## config.mk

```make
export PLATFORM = sky130hd
export DESIGN_NAME = scan_sequencer
export DESIGN_NICKNAME = d
export VERILOG_FILES = /design/src/rtl/scan_sequencer.sv
export SDC_FILE = /design/constraint.sdc
export NUM_CORES = 1
export LEC_CHECK = 0
export CAP_MARGIN = 20
export CORE_UTILIZATION = 47
export CTS_BUF_LIST = sky130_fd_sc_hd__clkbuf_8
export DETAILED_ROUTE_END_ITERATION = 6
export GPL_TIMING_DRIVEN = 0
export PLACE_DENSITY = 0.83
export SLEW_MARGIN = 20
export SYNTH_ARGS = -nofsm -noshare
export SYNTH_HDL_FRONTEND = slang
export SYNTH_SLANG_ARGS = --single-unit
```

## constraint.sdc

```tcl
create_clock -name clk -period 4.1 [get_ports clk]
set_clock_uncertainty 0.1 [all_clocks]
set_input_delay 0.82 -clock clk [delete_from_list [all_inputs] [get_ports clk]]
set_output_delay 0.82 -clock clk [all_outputs]
set_load 0.05 [all_outputs]
```

## src/rtl/scan_sequencer.sv

```systemverilog
`default_nettype none
// ============================================================================
// Module   : scan_sequencer
// Purpose  : Drives select/enable of a 3-to-8 decoder through a masked
//            time-multiplexed scan. Each position gets a blanking gap and
//            then a programmable dwell. Defining SCAN_FRAME_PULSE_EN adds
//            the frame_done output.
// Revision : 1.0 - initial release
// ============================================================================
module scan_sequencer #(
    parameter int DWELL_W      = 16,
    parameter int BLANK_CYCLES = 2
) (
    input  logic               clk,
    input  logic               rst_n,
    input  logic               run,
    input  logic [DWELL_W-1:0] dwell,
    input  logic [7:0]         mask,
    output logic [2:0]         sel,
    output logic               en,
    output logic               busy
`ifdef SCAN_FRAME_PULSE_EN
    ,
    output logic               frame_done
`endif
);

    localparam int                   c_blank_w    = (BLANK_CYCLES > 0) ? $clog2(BLANK_CYCLES + 1) : 1;
    localparam logic [c_blank_w-1:0] c_blank_load = c_blank_w'((BLANK_CYCLES > 0) ? BLANK_CYCLES - 1 : 0);
    localparam logic [c_blank_w-1:0] c_blank_one  = c_blank_w'(1);
    localparam logic [DWELL_W-1:0]   c_dwell_one  = DWELL_W'(1);

    typedef enum logic [1:0] {
        S_IDLE   = 2'd0,
        S_BLANK  = 2'd1,
        S_ACTIVE = 2'd2
    } state_t;

    state_t               r_state,     w_state_nxt;
    logic [2:0]           r_sel,       w_sel_nxt;
    logic                 r_en,        w_en_nxt;
    logic                 r_busy;
    logic [c_blank_w-1:0] r_blank_cnt, w_blank_cnt_nxt;
    logic [DWELL_W-1:0]   r_dwell_cnt, w_dwell_cnt_nxt;
    logic [2:0]           w_first;
    logic [2:0]           w_after;
    logic [DWELL_W-1:0]   w_dwell_eff;
`ifdef SCAN_FRAME_PULSE_EN
    logic                 r_frame,     w_frame_nxt;
`endif

    assign w_dwell_eff = (dwell == '0) ? c_dwell_one : dwell;

    // Lowest set mask bit, and lowest set bit strictly above the current select
    // (falling back to the lowest bit when the scan has to wrap).
    always_comb begin
        w_first = 3'd0;
        for (int i = 7; i >= 0; i--) begin
            if (mask[i]) w_first = 3'(i);
        end
    end

    always_comb begin
        w_after = w_first;
        for (int i = 7; i >= 0; i--) begin
            if (mask[i] && (i > int'(r_sel))) w_after = 3'(i);
        end
    end

    always_comb begin
        w_state_nxt     = r_state;
        w_sel_nxt       = r_sel;
        w_en_nxt        = r_en;
        w_blank_cnt_nxt = r_blank_cnt;
        w_dwell_cnt_nxt = r_dwell_cnt;
`ifdef SCAN_FRAME_PULSE_EN
        w_frame_nxt     = 1'b0;
`endif
        case (r_state)
            S_IDLE: begin
                w_sel_nxt = 3'd0;
                w_en_nxt  = 1'b0;
                if (run && |mask) begin
                    w_sel_nxt = w_first;
                    if (BLANK_CYCLES == 0) begin
                        w_state_nxt     = S_ACTIVE;
                        w_en_nxt        = 1'b1;
                        w_dwell_cnt_nxt = w_dwell_eff;
                    end else begin
                        w_state_nxt     = S_BLANK;
                        w_blank_cnt_nxt = c_blank_load;
                    end
                end
            end
            S_BLANK: begin
                if (!run) begin
                    w_state_nxt     = S_IDLE;
                    w_sel_nxt       = 3'd0;
                    w_en_nxt        = 1'b0;
                    w_blank_cnt_nxt = '0;
                end else if (r_blank_cnt == '0) begin
                    w_state_nxt     = S_ACTIVE;
                    w_en_nxt        = 1'b1;
                    w_dwell_cnt_nxt = w_dwell_eff;
                end else begin
                    w_blank_cnt_nxt = r_blank_cnt - c_blank_one;
                end
            end
            S_ACTIVE: begin
                if (!run || ((r_dwell_cnt == c_dwell_one) && !(|mask))) begin
                    w_state_nxt     = S_IDLE;
                    w_sel_nxt       = 3'd0;
                    w_en_nxt        = 1'b0;
                    w_dwell_cnt_nxt = '0;
                end else if (r_dwell_cnt == c_dwell_one) begin
                    // Without a gap the select moves on the same edge the next dwell starts.
                    w_sel_nxt = w_after;
`ifdef SCAN_FRAME_PULSE_EN
                    w_frame_nxt = (w_after <= r_sel);
`endif
                    if (BLANK_CYCLES == 0) begin
                        w_dwell_cnt_nxt = w_dwell_eff;
                    end else begin
                        w_state_nxt     = S_BLANK;
                        w_en_nxt        = 1'b0;
                        w_blank_cnt_nxt = c_blank_load;
                    end
                end else begin
                    w_dwell_cnt_nxt = r_dwell_cnt - c_dwell_one;
                end
            end
            default: begin
                w_state_nxt = S_IDLE;
                w_sel_nxt   = 3'd0;
                w_en_nxt    = 1'b0;
            end
        endcase
    end

    always_ff @(posedge clk or negedge rst_n) begin
        if (!rst_n) begin
            r_state     <= S_IDLE;
            r_sel       <= 3'd0;
            r_en        <= 1'b0;
            r_busy      <= 1'b0;
            r_blank_cnt <= '0;
            r_dwell_cnt <= '0;
`ifdef SCAN_FRAME_PULSE_EN
            r_frame     <= 1'b0;
`endif
        end else begin
            r_state     <= w_state_nxt;
            r_sel       <= w_sel_nxt;
            r_en        <= w_en_nxt;
            r_busy      <= (w_state_nxt != S_IDLE);
            r_blank_cnt <= w_blank_cnt_nxt;
            r_dwell_cnt <= w_dwell_cnt_nxt;
`ifdef SCAN_FRAME_PULSE_EN
            r_frame     <= w_frame_nxt;
`endif
        end
    end

    assign sel  = r_sel;
    assign en   = r_en;
    assign busy = r_busy;
`ifdef SCAN_FRAME_PULSE_EN
    assign frame_done = r_frame;
`endif

endmodule
`default_nettype wire
```

==> After elaboration in Yosys (flattened, before gate mapping) <==
Index checks and enable logic that the tools add are counted.
{ "op_classes": {"n_addsub": 2, "order_cmp": 7, "n_eq_ne": 13, "muxes": 43, "reduce_logical": 23} }
{ "op_table": {"columns": ["operator", "count"], "rows": [
  ["2-to-1 mux 16 bit", 5],
  ["2-to-1 mux 3 bit", 19],
  ["case mux 16 bit (2 select lines)", 1],
  ["2-to-1 mux 2 bit", 10],
  ["equality test 16 x 1 -> 1 bit, second input constant", 1],
  ["logical NOT 16 bit", 1],
  ["subtractor 16 x 1 -> 16 bit, second input constant", 1],
  ["> comparator 3 bit, first input constant", 4],
  ["inequality test 2 bit, second input constant", 6],
  ["inequality test 3 bit, second input constant", 4],
  ["case mux 2 bit (3 select lines)", 2],
  ["logical AND 1 bit", 9],
  ["case mux 3 bit (3 select lines)", 1],
  ["OR reduction 8 bit", 1],
  ["> comparator 2 x 3 -> 1 bit, first input constant", 2],
  ["AND reduction 5 bit", 1],
  ["logical NOT 2 bit", 2],
  ["2-to-1 mux 1 bit", 4],
  ["AND reduction 2 bit", 2],
  ["AND reduction 4 bit", 1],
  ["nonzero test 2 bit", 2],
  ["> comparator 1 x 3 -> 1 bit, first input constant", 1],
  ["nonzero test 3 bit", 1],
  ["equality test 2 x 1 -> 1 bit, second input constant", 1],
  ["5 further kinds", 6]
]} }
{ "word_totals": {"ff_bits": 25, "in_bits": 27} }

==> Logic depth before layout (Yosys ltp) <==
{ "depth": {"depth_word": 18, "ltp_mapped": 8, "ltp_nobuf": 7} }

==> Worst setup path before layout <==
Ideal clock, no wire load.
{ "synth_path": {"path_kind": "input to register", "startpoint": "input mask[5]", "endpoint": "register r_dwell_cnt[2]", "setup_time_ns": 0.121, "t_arrival_ns": 2.460, "t_required_ns": 3.879, "path_slack_ns": 1.419, "cell_stages": 7, "path_buffers": 2, "cell_sequence": "or4_4 > or2_1 > buf_6 > o21a_1 > buf_6 > a32o_1 > a22o_1"} }
{ "synth_via": {"elab_chain_cells": 6} }
{ "synth_rtl": {"columns": ["item", "line", "text"], "rows": [
  ["from (decl)", "18", "input logic [7:0] mask,"],
  ["OR reduction 8 bit (*)", "110", "if (!run || ((r_dwell_cnt == c_dwell_one) && !(|mask))) begin"],
  ["logical NOT 1 bit (*)", "110", null],
  ["logical AND 1 bit (*)", "110", null],
  ["logical OR 1 bit (*)", "110", null],
  ["inequality test 3 bit (no source line) / 2-to-1 mux 16 bit (equally long branches)", null, null],
  ["AND reduction 4 bit (no source line) / case mux 16 bit (2 select lines) (equally long branches)", null, null],
  ["to (signal assigned)", "157", "r_dwell_cnt <= w_dwell_cnt_nxt;"],
  ["to (decl)", "44", "logic [DWELL_W-1:0] r_dwell_cnt, w_dwell_cnt_nxt;"]
]} }
Every way passes the cells marked *; elsewhere a longest branch is shown, timed or not.
A chain may end at the register's enable or synchronous reset.

==> Final worst setup path <==
Same ends and word-level chain as after synthesis.

==> qor.txt <==
outcome: finished, final reports clean
cell breakdown of the critical path: clkdlybuf4s50_1 > or4_4 > or2_1 > buf_6 > a32oi_2 > buf_2 > o21ai_0 > a22o_1
clk sink count: 25
Num CTS Buffers: 3
Hold Slack: 0.415 ns
Slew HR: 0.558
Max clock buf depth: 2
Final Hold Viols: 0
Reg2Reg Depth: 6
die area: 4250 um2
All-Layer GR Usage: 0.234
number of global-route vias before repair: 1,773
Setup Fix Bufs, Post-CTS: 0
Post-Syn Nets: 258
Synth Warn #: 0
grt total ovfl: 0
post-DP HPWL: 3.47 mm
Post-synth EDFFs: 0
sequential element share of the synthesized area: 0.333
Buf/Inv on CP: 3
switching part of the total: 0.430
fin crit period: 3.18 ns
Avg Synthesized Cell Area: 8.38 um2
# fillers: 356
max frequency: 0.314 GHz
# hold bufs at CTS: 0
first-pass GRT wire length: 7.73 mm
Clk Tree Root Cell: clkbuf_8
internal power: 0.663 mW
WP data arrival: 3.24 ns
Reg2Reg Setup Slack: 1.38 ns
worst reg2reg startpoint: r_dwell_cnt[8]$_DFFE_PN0P_
final count of pins violating max slew: 0
pin count of the biggest net entering global routing: 26
RSZ-0062 raised after global routing: no
die width: 65.2 um
Clk pwr share: 0.129
Routed wire per std cell: 14.6 um
Gate power share: 0.479
Hold Path Class: input port to async pin
Most used DFF post-synth: dfrtp_1
PD cells: 507 nW/um2
Skew-Pair Late Insertion Delay: 0.27 ns
initial antenna violation count: 0
top cells by count, synth: dfrtp_1, o21ai_0, inv_1, nor2_1, a22o_1
Max-cap violations: 0
Mapped Area: 1880 um2
Sequential Power Share: 0.392
Yosys reg bits: 25
ANT nets after route: 0
top post-synthesis cells by area: dfrtp_1, a22o_1, o21ai_0, ha_1, inv_1
Worst Tran Pin Value: 0.657 ns
Setup crit end kind: flop
Core ar.: 3740 um2
IO Pins: 32
DRC viols: 0
slowest stage cell, crit path: or4_4
Rows: 22
Leak Pwr: 0.935 nW
distinct cell type count after synthesis: 52
# nets final: 294
maximum VDD drop: 276 uV
TritonCTS clock tree: done
fin util: 0.612
H-tree Lvls: 1
critical register-to-register path endpoint: r_dwell_cnt[10]$_DFFE_PN0P_
area grow syn2layout: 22.1%
CP Class: input port to flop
endpoints failing setup: 0
vias: 1,873
startpoint types: input port
I/O Buffers: 31
first drt pass iteration count: 4
crit-path max cell delay: 0.59 ns
Crit Path Max Fanout: 10
Switching Power: 0.500 mW
period utilization: 0.776
layout cells sized above 1: 0.0695
Total Wirelength: 4.48 mm
antenna fix cells: 0
Gate Count Post-Synth: 224
via/cell ratio: 6.10
Worst EP required: 4.16 ns
Die Span Y: 65.2 um
number of DRC markers in iteration 0: 107
Async SR Flop Fraction: 1.00
Setup TNS: 0 ns
GP Congestion: 0.897
PostCTS Resize Cnt: 0
top cell type's share of synthesized area: 0.333
Worst-path clk slew: 0.09 ns
initial core utilization: 0.502
cell family with the largest share of critical-path delay: buffers and inverters
Synth area leader: dfrtp_1
most frequent cell after synthesis: dfrtp_1
worst max path at each step:
stage                     depth (start not counted)                          end  slack [ns]     from
after global placement                            8  r_dwell_cnt[11]$_DFFE_PN0P_        0.69  mask[5]
after detailed placement                          8   r_dwell_cnt[9]$_DFFE_PN0P_        0.67  mask[5]
after CTS                                         8  r_dwell_cnt[10]$_DFFE_PN0P_        0.96  mask[5]
after global routing                              8  r_dwell_cnt[13]$_DFFE_PN0P_        0.80  mask[5]
final                                             8   r_dwell_cnt[2]$_DFFE_PN0P_        0.92  mask[5]
after floorplan                                   7   r_dwell_cnt[2]$_DFFE_PN0P_        1.42  mask[5]
power by group through the flow:
stage / clock (mW) / sequential [mW] / combinational (mW)
floorplan: 0 / 0.474 / 0.367
global placement: 0 / 0.455 / 0.544
detailed placement: 0 / 0.457 / 0.555
CTS: 0.153 / 0.454 / 0.555
global route: 0.161 / 0.473 / 0.620
finish: 0.150 / 0.456 / 0.556
registers in the layout, indices dropped and copies added (netlist names):
name,cells
en,1
r_blank_cnt,2
sel,3
busy,1
r_dwell_cnt,16
r_state,2
worst reg2reg max path, stage by stage, from the launching register on:
cell and delay (ns):
dfrtp_1 0.42, nor4_1 0.60, nand4_1 0.41, o21ai_2 0.35
clkbuf_1 0.36, o21ai_0 0.16, a22o_1 0.19
metrics by stage:
stage	power [mW]	worst slack, ns	instance area [um2]	instances
6_report	1.16	0.918	2290	307
4_1_cts	1.16	0.961	2290	307
3_3_place_gp	0.999	0.690	2250	303
2_1_floorplan	0.841	1.42	1880	224
3_5_place_dp	1.01	0.673	2240	303
5_1_grt	1.25	0.798	2290	307
metal layers:
metal / GRT usage / wire length (um) / up-vias
met5: 0 / 0 / -
met4: 0.0734 / 76 / 0
met3: 0.0313 / 253 / 9
met2: 0.403 / 2080 / 82
met1: 0.302 / 2070 / 863
li1: - / - / 919
final cells by class:
type	instances	area, um2	share of cell area
multi-input combinational	170	1120	0.490
sequential	25	626	0.273
timing repair buffer	31	305	0.133
inverter	19	71.3	0.0311
tap	48	60.1	0.0262
buffer	10	57.6	0.0251
clock buffer	3	41.3	0.0180
clock inverter	1	7.51	0.00328
cells by family after synthesis:
logic type	after synthesis	synth area share
muxes	4	0.0220
DFF	25	0.333
AOI/OAI and AO/OA	84	0.322
adders and majority gates	7	0.0466
and+or+nand+nor	75	0.208
buffers and inverters	29	0.0686
layout by cell type (no fill, tap or decap), types with 7 or more instances in the layout:
cell	instances
a21oi_1	11
nor4_1	8
nand2_1	14
clkdlybuf4s50_1	30
dfrtp_1	25
ha_1	7
a22o_1	16
nor2_1	18
nor3_1	10
o21ai_0	24
inv_1	19
Power figures use the tool's default switching activity.
